$ cat src/rtl/audio_controller.sv
`default_nettype none
// ------------------------------------------------------------------------------------------
// audio_controller: WM8731-class serial audio master; define AUDIO_LOOPBACK_EN to feed DACDAT into the ADC path
// Revision 1.0
// ------------------------------------------------------------------------------------------
module audio_controller #(
  parameter int XCK_DIV   = 4,
  parameter int BCLK_HALF = 8,
  parameter int SAMPLE_W  = 32
) (
  input  logic                CLOCK_50,
  input  logic                RESETN,
  input  logic [SAMPLE_W-1:0] left_channel_audio_out,
  input  logic [SAMPLE_W-1:0] right_channel_audio_out,
  input  logic                write_audio_out,
  input  logic                read_audio_in,
  input  logic                AUD_ADCDAT,
  inout  wire                 AUD_BCLK,
  inout  wire                 AUD_ADCLRCK,
  inout  wire                 AUD_DACLRCK,
  output logic                audio_in_available,
  output logic [SAMPLE_W-1:0] left_channel_audio_in,
  output logic [SAMPLE_W-1:0] right_channel_audio_in,
  output logic                audio_out_allowed,
  output logic                AUD_XCK,
  output logic                AUD_DACDAT
);

  localparam int XCK_HALF = XCK_DIV / 2;
  localparam int XW       = (XCK_HALF > 1) ? $clog2(XCK_HALF) : 1;
  localparam int CW       = $clog2(BCLK_HALF);
  localparam int FRAME    = 2 * SAMPLE_W;
  localparam int BW       = $clog2(FRAME);

  localparam logic [XW-1:0] c_xck_tc   = XW'(XCK_HALF - 1);
  localparam logic [CW-1:0] c_bclk_tc  = CW'(BCLK_HALF - 1);
  localparam logic [BW-1:0] c_bit_last = BW'(FRAME - 1);
  localparam logic [BW-1:0] c_bit_slot = BW'(SAMPLE_W);

  logic [XW-1:0]       xck_cnt_q, xck_cnt_d;
  logic                xck_q, xck_d;
  logic [CW-1:0]       bclk_cnt_q, bclk_cnt_d;
  logic                bclk_q, bclk_d;
  logic [BW-1:0]       bit_q, bit_d;
  logic                lrck_q, lrck_d;
  logic [FRAME-1:0]    dac_sr_q, dac_sr_d;
  logic [FRAME-1:0]    hold_q, hold_d;
  logic                full_q, full_d;
  logic [SAMPLE_W-1:0] adc_l_q, adc_l_d, adc_r_q, adc_r_d;
  logic                done_q, done_d;
  logic [SAMPLE_W-1:0] in_l_q, in_l_d, in_r_q, in_r_d;
  logic                avail_q, avail_d;

  logic w_bclk_tc, w_rise, w_fall, w_frame_start, w_write, w_sdin;

  assign w_bclk_tc     = (bclk_cnt_q == c_bclk_tc);
  assign w_rise        = w_bclk_tc & ~bclk_q;
  assign w_fall        = w_bclk_tc & bclk_q;
  assign w_frame_start = w_fall & (bit_q == c_bit_last);
  assign w_write       = write_audio_out & ~full_q;

`ifdef AUDIO_LOOPBACK_EN
  assign w_sdin = dac_sr_q[FRAME-1];
`else
  assign w_sdin = AUD_ADCDAT;
`endif

  always_comb begin
    xck_cnt_d  = xck_cnt_q;
    xck_d      = xck_q;
    bclk_cnt_d = bclk_cnt_q;
    bclk_d     = bclk_q;
    bit_d      = bit_q;
    lrck_d     = lrck_q;
    dac_sr_d   = dac_sr_q;
    hold_d     = hold_q;
    full_d     = full_q;
    adc_l_d    = adc_l_q;
    adc_r_d    = adc_r_q;
    done_d     = w_rise & (bit_q == c_bit_last);
    in_l_d     = in_l_q;
    in_r_d     = in_r_q;
    avail_d    = avail_q;

    if (xck_cnt_q == c_xck_tc) begin
      xck_cnt_d = '0;
      xck_d     = ~xck_q;
    end else begin
      xck_cnt_d = xck_cnt_q + XW'(1);
    end

    if (w_bclk_tc) begin
      bclk_cnt_d = '0;
      bclk_d     = ~bclk_q;
    end else begin
      bclk_cnt_d = bclk_cnt_q + CW'(1);
    end

    if (w_fall) begin
      bit_d  = (bit_q == c_bit_last) ? '0 : bit_q + BW'(1);
      lrck_d = (bit_d < c_bit_slot);
    end

    // The frame load sees the pre-write holding state, so a same-cycle write lands for the next frame.
    if (w_frame_start) begin
      dac_sr_d = full_q ? hold_q : '0;
      full_d   = 1'b0;
    end else if (w_fall) begin
      dac_sr_d = {dac_sr_q[FRAME-2:0], 1'b0};
    end

    if (w_write) begin
      hold_d = {left_channel_audio_out, right_channel_audio_out};
      full_d = 1'b1;
    end

    if (w_rise) begin
      if (lrck_q) adc_l_d = {adc_l_q[SAMPLE_W-2:0], w_sdin};
      else        adc_r_d = {adc_r_q[SAMPLE_W-2:0], w_sdin};
    end

    if (done_q) begin
      in_l_d  = adc_l_q;
      in_r_d  = adc_r_q;
      avail_d = 1'b1;
    end else if (read_audio_in && avail_q) begin
      avail_d = 1'b0;
    end
  end

  always_ff @(posedge CLOCK_50 or negedge RESETN) begin
    if (!RESETN) begin
      xck_cnt_q  <= '0;
      xck_q      <= 1'b0;
      bclk_cnt_q <= '0;
      bclk_q     <= 1'b0;
      bit_q      <= '0;
      lrck_q     <= 1'b1;
      dac_sr_q   <= '0;
      hold_q     <= '0;
      full_q     <= 1'b0;
      adc_l_q    <= '0;
      adc_r_q    <= '0;
      done_q     <= 1'b0;
      in_l_q     <= '0;
      in_r_q     <= '0;
      avail_q    <= 1'b0;
    end else begin
      xck_cnt_q  <= xck_cnt_d;
      xck_q      <= xck_d;
      bclk_cnt_q <= bclk_cnt_d;
      bclk_q     <= bclk_d;
      bit_q      <= bit_d;
      lrck_q     <= lrck_d;
      dac_sr_q   <= dac_sr_d;
      hold_q     <= hold_d;
      full_q     <= full_d;
      adc_l_q    <= adc_l_d;
      adc_r_q    <= adc_r_d;
      done_q     <= done_d;
      in_l_q     <= in_l_d;
      in_r_q     <= in_r_d;
      avail_q    <= avail_d;
    end
  end

  assign AUD_XCK                = xck_q;
  assign AUD_BCLK               = bclk_q;
  assign AUD_ADCLRCK            = lrck_q;
  assign AUD_DACLRCK            = lrck_q;
  assign AUD_DACDAT             = dac_sr_q[FRAME-1];
  assign audio_out_allowed      = ~full_q;
  assign audio_in_available     = avail_q;
  assign left_channel_audio_in  = in_l_q;
  assign right_channel_audio_in = in_r_q;

endmodule
`default_nettype wire

$ cat config.mk
export PLATFORM = sky130hd
export DESIGN_NAME = audio_controller
export DESIGN_NICKNAME = d
export VERILOG_FILES = /design/src/rtl/audio_controller.sv
export SDC_FILE = /design/constraint.sdc
export NUM_CORES = 1
export LEC_CHECK = 0
export CORE_MARGIN = 1
export CORE_UTILIZATION = 60
export CTS_CLUSTER_DIAMETER = 60
export DETAILED_ROUTE_END_ITERATION = 10
export DONT_BUFFER_PORTS = 1
export PLACE_DENSITY = 0.77
export SKIP_LAST_GASP = 1
export SYNTH_ARGS = -nofsm -noshare
export SYNTH_HDL_FRONTEND = slang
export SYNTH_SLANG_ARGS = --single-unit
$ cat constraint.sdc
create_clock -name CLOCK_50 -period 2 [get_ports CLOCK_50]
set_input_delay 0.5 -clock CLOCK_50 [delete_from_list [all_inputs] [get_ports CLOCK_50]]
set_output_delay 0.5 -clock CLOCK_50 [all_outputs]
set_load 0.02 [all_outputs]
==> reports/qor.csv <==
stage,metric,value,unit
setup_path,Crit path required time,2390,ps
logic_synthesis,Mapped Cells,840,
logic_synthesis,Netlist cell types,34,
placed_design,detailed placement HPWL,12700,um
sta,Final min period,1800,ps
clock_tree,latest clock arrival within the worst-skew pair,520,ps
logic_synthesis,Synth Area in Adders,0.340,%
sta,max_slew headroom,60.6,%
sta,"Slew Viols, Final",0,
routing,Wirelength per Cell,18.9,um
floorplanning,die area,0.0189,mm^2
logic_synthesis,Post-Syn Area,0.0110,mm^2
setup_path,R2R setup slack,200,ps
sta,RSZ-0062 raised after global routing,false,
placed_design,Setup WS pre-CTS,195,ps
sta,Max Clock Freq,0.555,GHz
routing,Starting DRT DRC Count,505,
setup_path,CP Capture Type,flop,
setup_path,Crit path arrival time,2200,ps
clock_tree,total clock sinks,272,
grt,largest net degree at the start of global routing,273,
logic_synthesis,Async SR Flop Fraction,100,%
clock_tree,cts bufs inserted,26,
clock_tree,CTS H-Tree Depth,1,
routing,via count,6605,
sta,final setup TNS,0,ps
setup_path,CP startpoint kind,flop,
floorplanning,Die Wd,138,um
logic_synthesis,multiplexer share of the synthesized area,19.6,%
layout,nets,886,
routing,Routed WL,20100,um
floorplanning,Top Ports,140,
logic_synthesis,post-synthesis register bit count,272,
setup_path,critical path's largest stage delay,360,ps
power_and_ir_drop,peak supply drop,0.834,mV
clock_tree,Clock Tree Buf Depth,3,
power_and_ir_drop,LEAKAGE,5.72,nW
logic_synthesis,Syn Nets,912,
logic_synthesis,Commonest cells post-synth,"271 x dfrtp_1, 177 x mux2_1, 67 x nor2_1, 64 x a31oi_1, 64 x nand4_1",
sta,final setup violating endpoints,0,
sta,Tcrit/Tclk final,90.1,%
logic_synthesis,Synth area leaders,"dfrtp_1 61%, mux2_1 18%, a31oi_1 3.6%",
sta,final hold slack,-323,ps
grt,vias in the first global route,6545,
logic_synthesis,largest family of logic cells by synthesized area,multiplexers,
logic_synthesis,area share of the largest cell type after synthesis,61.5,%
power_and_ir_drop,power density over the cells,905,mW/mm^2
clock_tree,CTS tree,done,
grt,antenna violations before repair,5,
flow_run,# Max-Cap Violations,0,
routing,DRT antenna net count,0,
floorplanning,initial core utilization,61.4,%
placed_design,I/O Buffers,0,
setup_path,Crit Path Category,reg2reg,
setup_path,CP max FO,32,
min_path,Hold Path Class,in2async,
logic_synthesis,main flop type after synthesis,dfrtp_1,
grt,total grt overflow,0,
layout,Layout fillers,1230,
routing,DR vias/cell,6.20,
routing,1st-pass router iterations,7,
floorplanning,number of placement rows,49,
layout,layout cells sized above 1,10.3,%
setup_path,crit path cell chain,ha_1 > ha_1 > nand2b_1 > nor2_2 > buf_12 > mux2_1,
clock_tree,CTS clock-pin slew for the worst setup and hold paths,60,ps
logic_synthesis,sequential-to-total area share from yosys stat,61.7,%
run_status,status,"finished, violations left",
grt,Total GRT Usage,22.1,%
logic_synthesis,simple-gate portion of the synthesized area,7.04,%
sta,Layout Skew,6.31,ps
logic_synthesis,Post-synth EDFFs,0,
floorplanning,Core Area,0.0180,mm^2
routing,drc violations,0,
layout,layout overhead on the synthesized area,9.72,%
logic_synthesis,Synth warnings,0,
logic_synthesis,Synth area leader,dfrtp_1,
placed_design,GP Congestion,0.730,
logic_synthesis,cell with the most instances after synthesis,dfrtp_1,
sta,Tightest Pin Transition,591,ps
setup_path,crit-path most repeated cell,ha_1,
logic_synthesis,Syn Area/Cell,13.1,um^2
run_status,failing checks,hold timing,
logic_synthesis,XOR/XNOR Fraction of Synth Area,0.318,%
sta,final worst setup slack,198,ps
logic_synthesis,Compound-Gate Fraction of Synth Area,7.19,%
floorplanning,DIE HEIGHT,138,um
clock_tree,Root Driver,clkbuf_16,
setup_path,"slowest stage cell, crit path",dfrtp_1,
grt,first-pass GRT wire length,33200,um
sta,endpoints failing hold,272,
==> where the power goes <==
part / internal [W] / switching, W / total (W)
Sequential: 0.00567 / 0.000104 / 0.00577
Clock: 0.00306 / 0.00200 / 0.00506
Combinational: 0.0000821 / 0.0000395 / 0.000122
Total: 0.00881 / 0.00214 / 0.0110
==> registers in the layout, indices dropped and copies added (netlist names), 3 cells and up <==
signal and count:
adc_l_q 32, adc_r_q 32, bclk_cnt_q 3, bit_q 6, dac_sr_q 64, hold_q 64, left_channel_audio_in 32, right_channel_audio_in 32
==> layout by cell type, fill, tap and decap left out, drive strengths merged <==
cell / Yosys / routed
a21o: 1 / 1
a21oi: 1 / 1
a22o: 1 / 1
a31oi: 64 / 64
and2: 2 / 2
and3: 1 / 1
buf: 56 / 18
bufinv: 0 / 2
clkbuf: 16 / 41
clkinv: 0 / 4
dfrtp: 271 / 271
dfstp: 1 / 1
diode: 0 / 3
ha: 3 / 3
inv: 3 / 4
mux2: 192 / 192
nand2: 10 / 10
nand2b: 1 / 1
nand3: 5 / 5
nand3b: 1 / 1
nand4: 64 / 64
nor2: 68 / 68
nor2b: 2 / 2
o211ai: 1 / 1
o21ai: 68 / 68
o31a: 1 / 1
o31ai: 2 / 2
or3: 1 / 1
xnor2: 2 / 2
xor2: 2 / 2
==> final timing paths <==
kind / start / to / depth (start not counted)
setup reg to reg: bclk_cnt_q[0] / adc_r_q[11] / 6
hold reg to reg: xck_cnt_q / xck_cnt_q / 1
min in group CLOCK_50: AUD_ADCDAT / adc_l_q[0] / 1
hold / removal: RESETN / adc_r_q[16] / 0
max in group asynchronous: RESETN / dac_sr_q[10] / 0
setup / recovery: bclk_cnt_q[0] / adc_r_q[11] / 6
==> metrics by stage <==
stage / power (W) / cells / instance area, um^2 / hold WS (ps) / utilization (%)
5_1_grt: 0.0113 / 1064 / 12100 / -351 / 67.3
3_3_place_gp: 0.00595 / 1015 / 11200 / 212 / 62.3
3_5_place_dp: 0.00599 / 1015 / 11200 / 209 / 62.3
4_1_cts: 0.0111 / 1063 / 12100 / -348 / 67.3
6_report: 0.0110 / 1066 / 12100 / -323 / 67.4
2_1_floorplan: 0.00645 / 840 / 11000 / 204 / -
==> final cells by class <==
type                            count  area (um^2)  area share, %
Antenna cell                        3         7.51         0.0620
Inverter                            3         11.3         0.0930
Clock buffer                       41          818           6.76
Clock inverter                      7         88.8          0.734
Timing Repair Buffer               18          260           2.15
Multi-Input combinational cell    493         3820           31.6
Tap cell                          229          287           2.37
Sequential cell                   272         6810           56.3
==> cell families after synthesis <==
| group | Yosys count |
|---|---|
| flops | 272 |
| mux | 192 |
| simple gates | 155 |
| compound gates | 139 |
| buf+inv | 75 |
| xor+xnor | 4 |
| fa+ha+maj | 3 |
==> critical path: cells and delay by family, from the launching register on <==
family	cells	cell delay (ps)
fa+ha+maj	2	460
flops	1	360
simple gates	2	260
buf+inv	1	220
mux	1	360
==> routing by layer <==
| metal | track usage (%) | up-vias | routed length [um] |
|---|---|---|---|
| met2 | 36.1 | 206 | 9750 |
| met1 | 29.5 | 3347 | 8640 |
| met5 | 0 | - | 27 |
| met3 | 4.64 | 45 | 1240 |
| li1 | - | 3003 | - |
| met4 | 7.33 | 4 | 473 |
==> what timing repair did <==
action                                 4_1_cts  5_1_grt
setup buffers                                0        0
endpoints found under the hold margin      272      272
resized for setup                            0        0
Power figures use the tool's default switching activity.
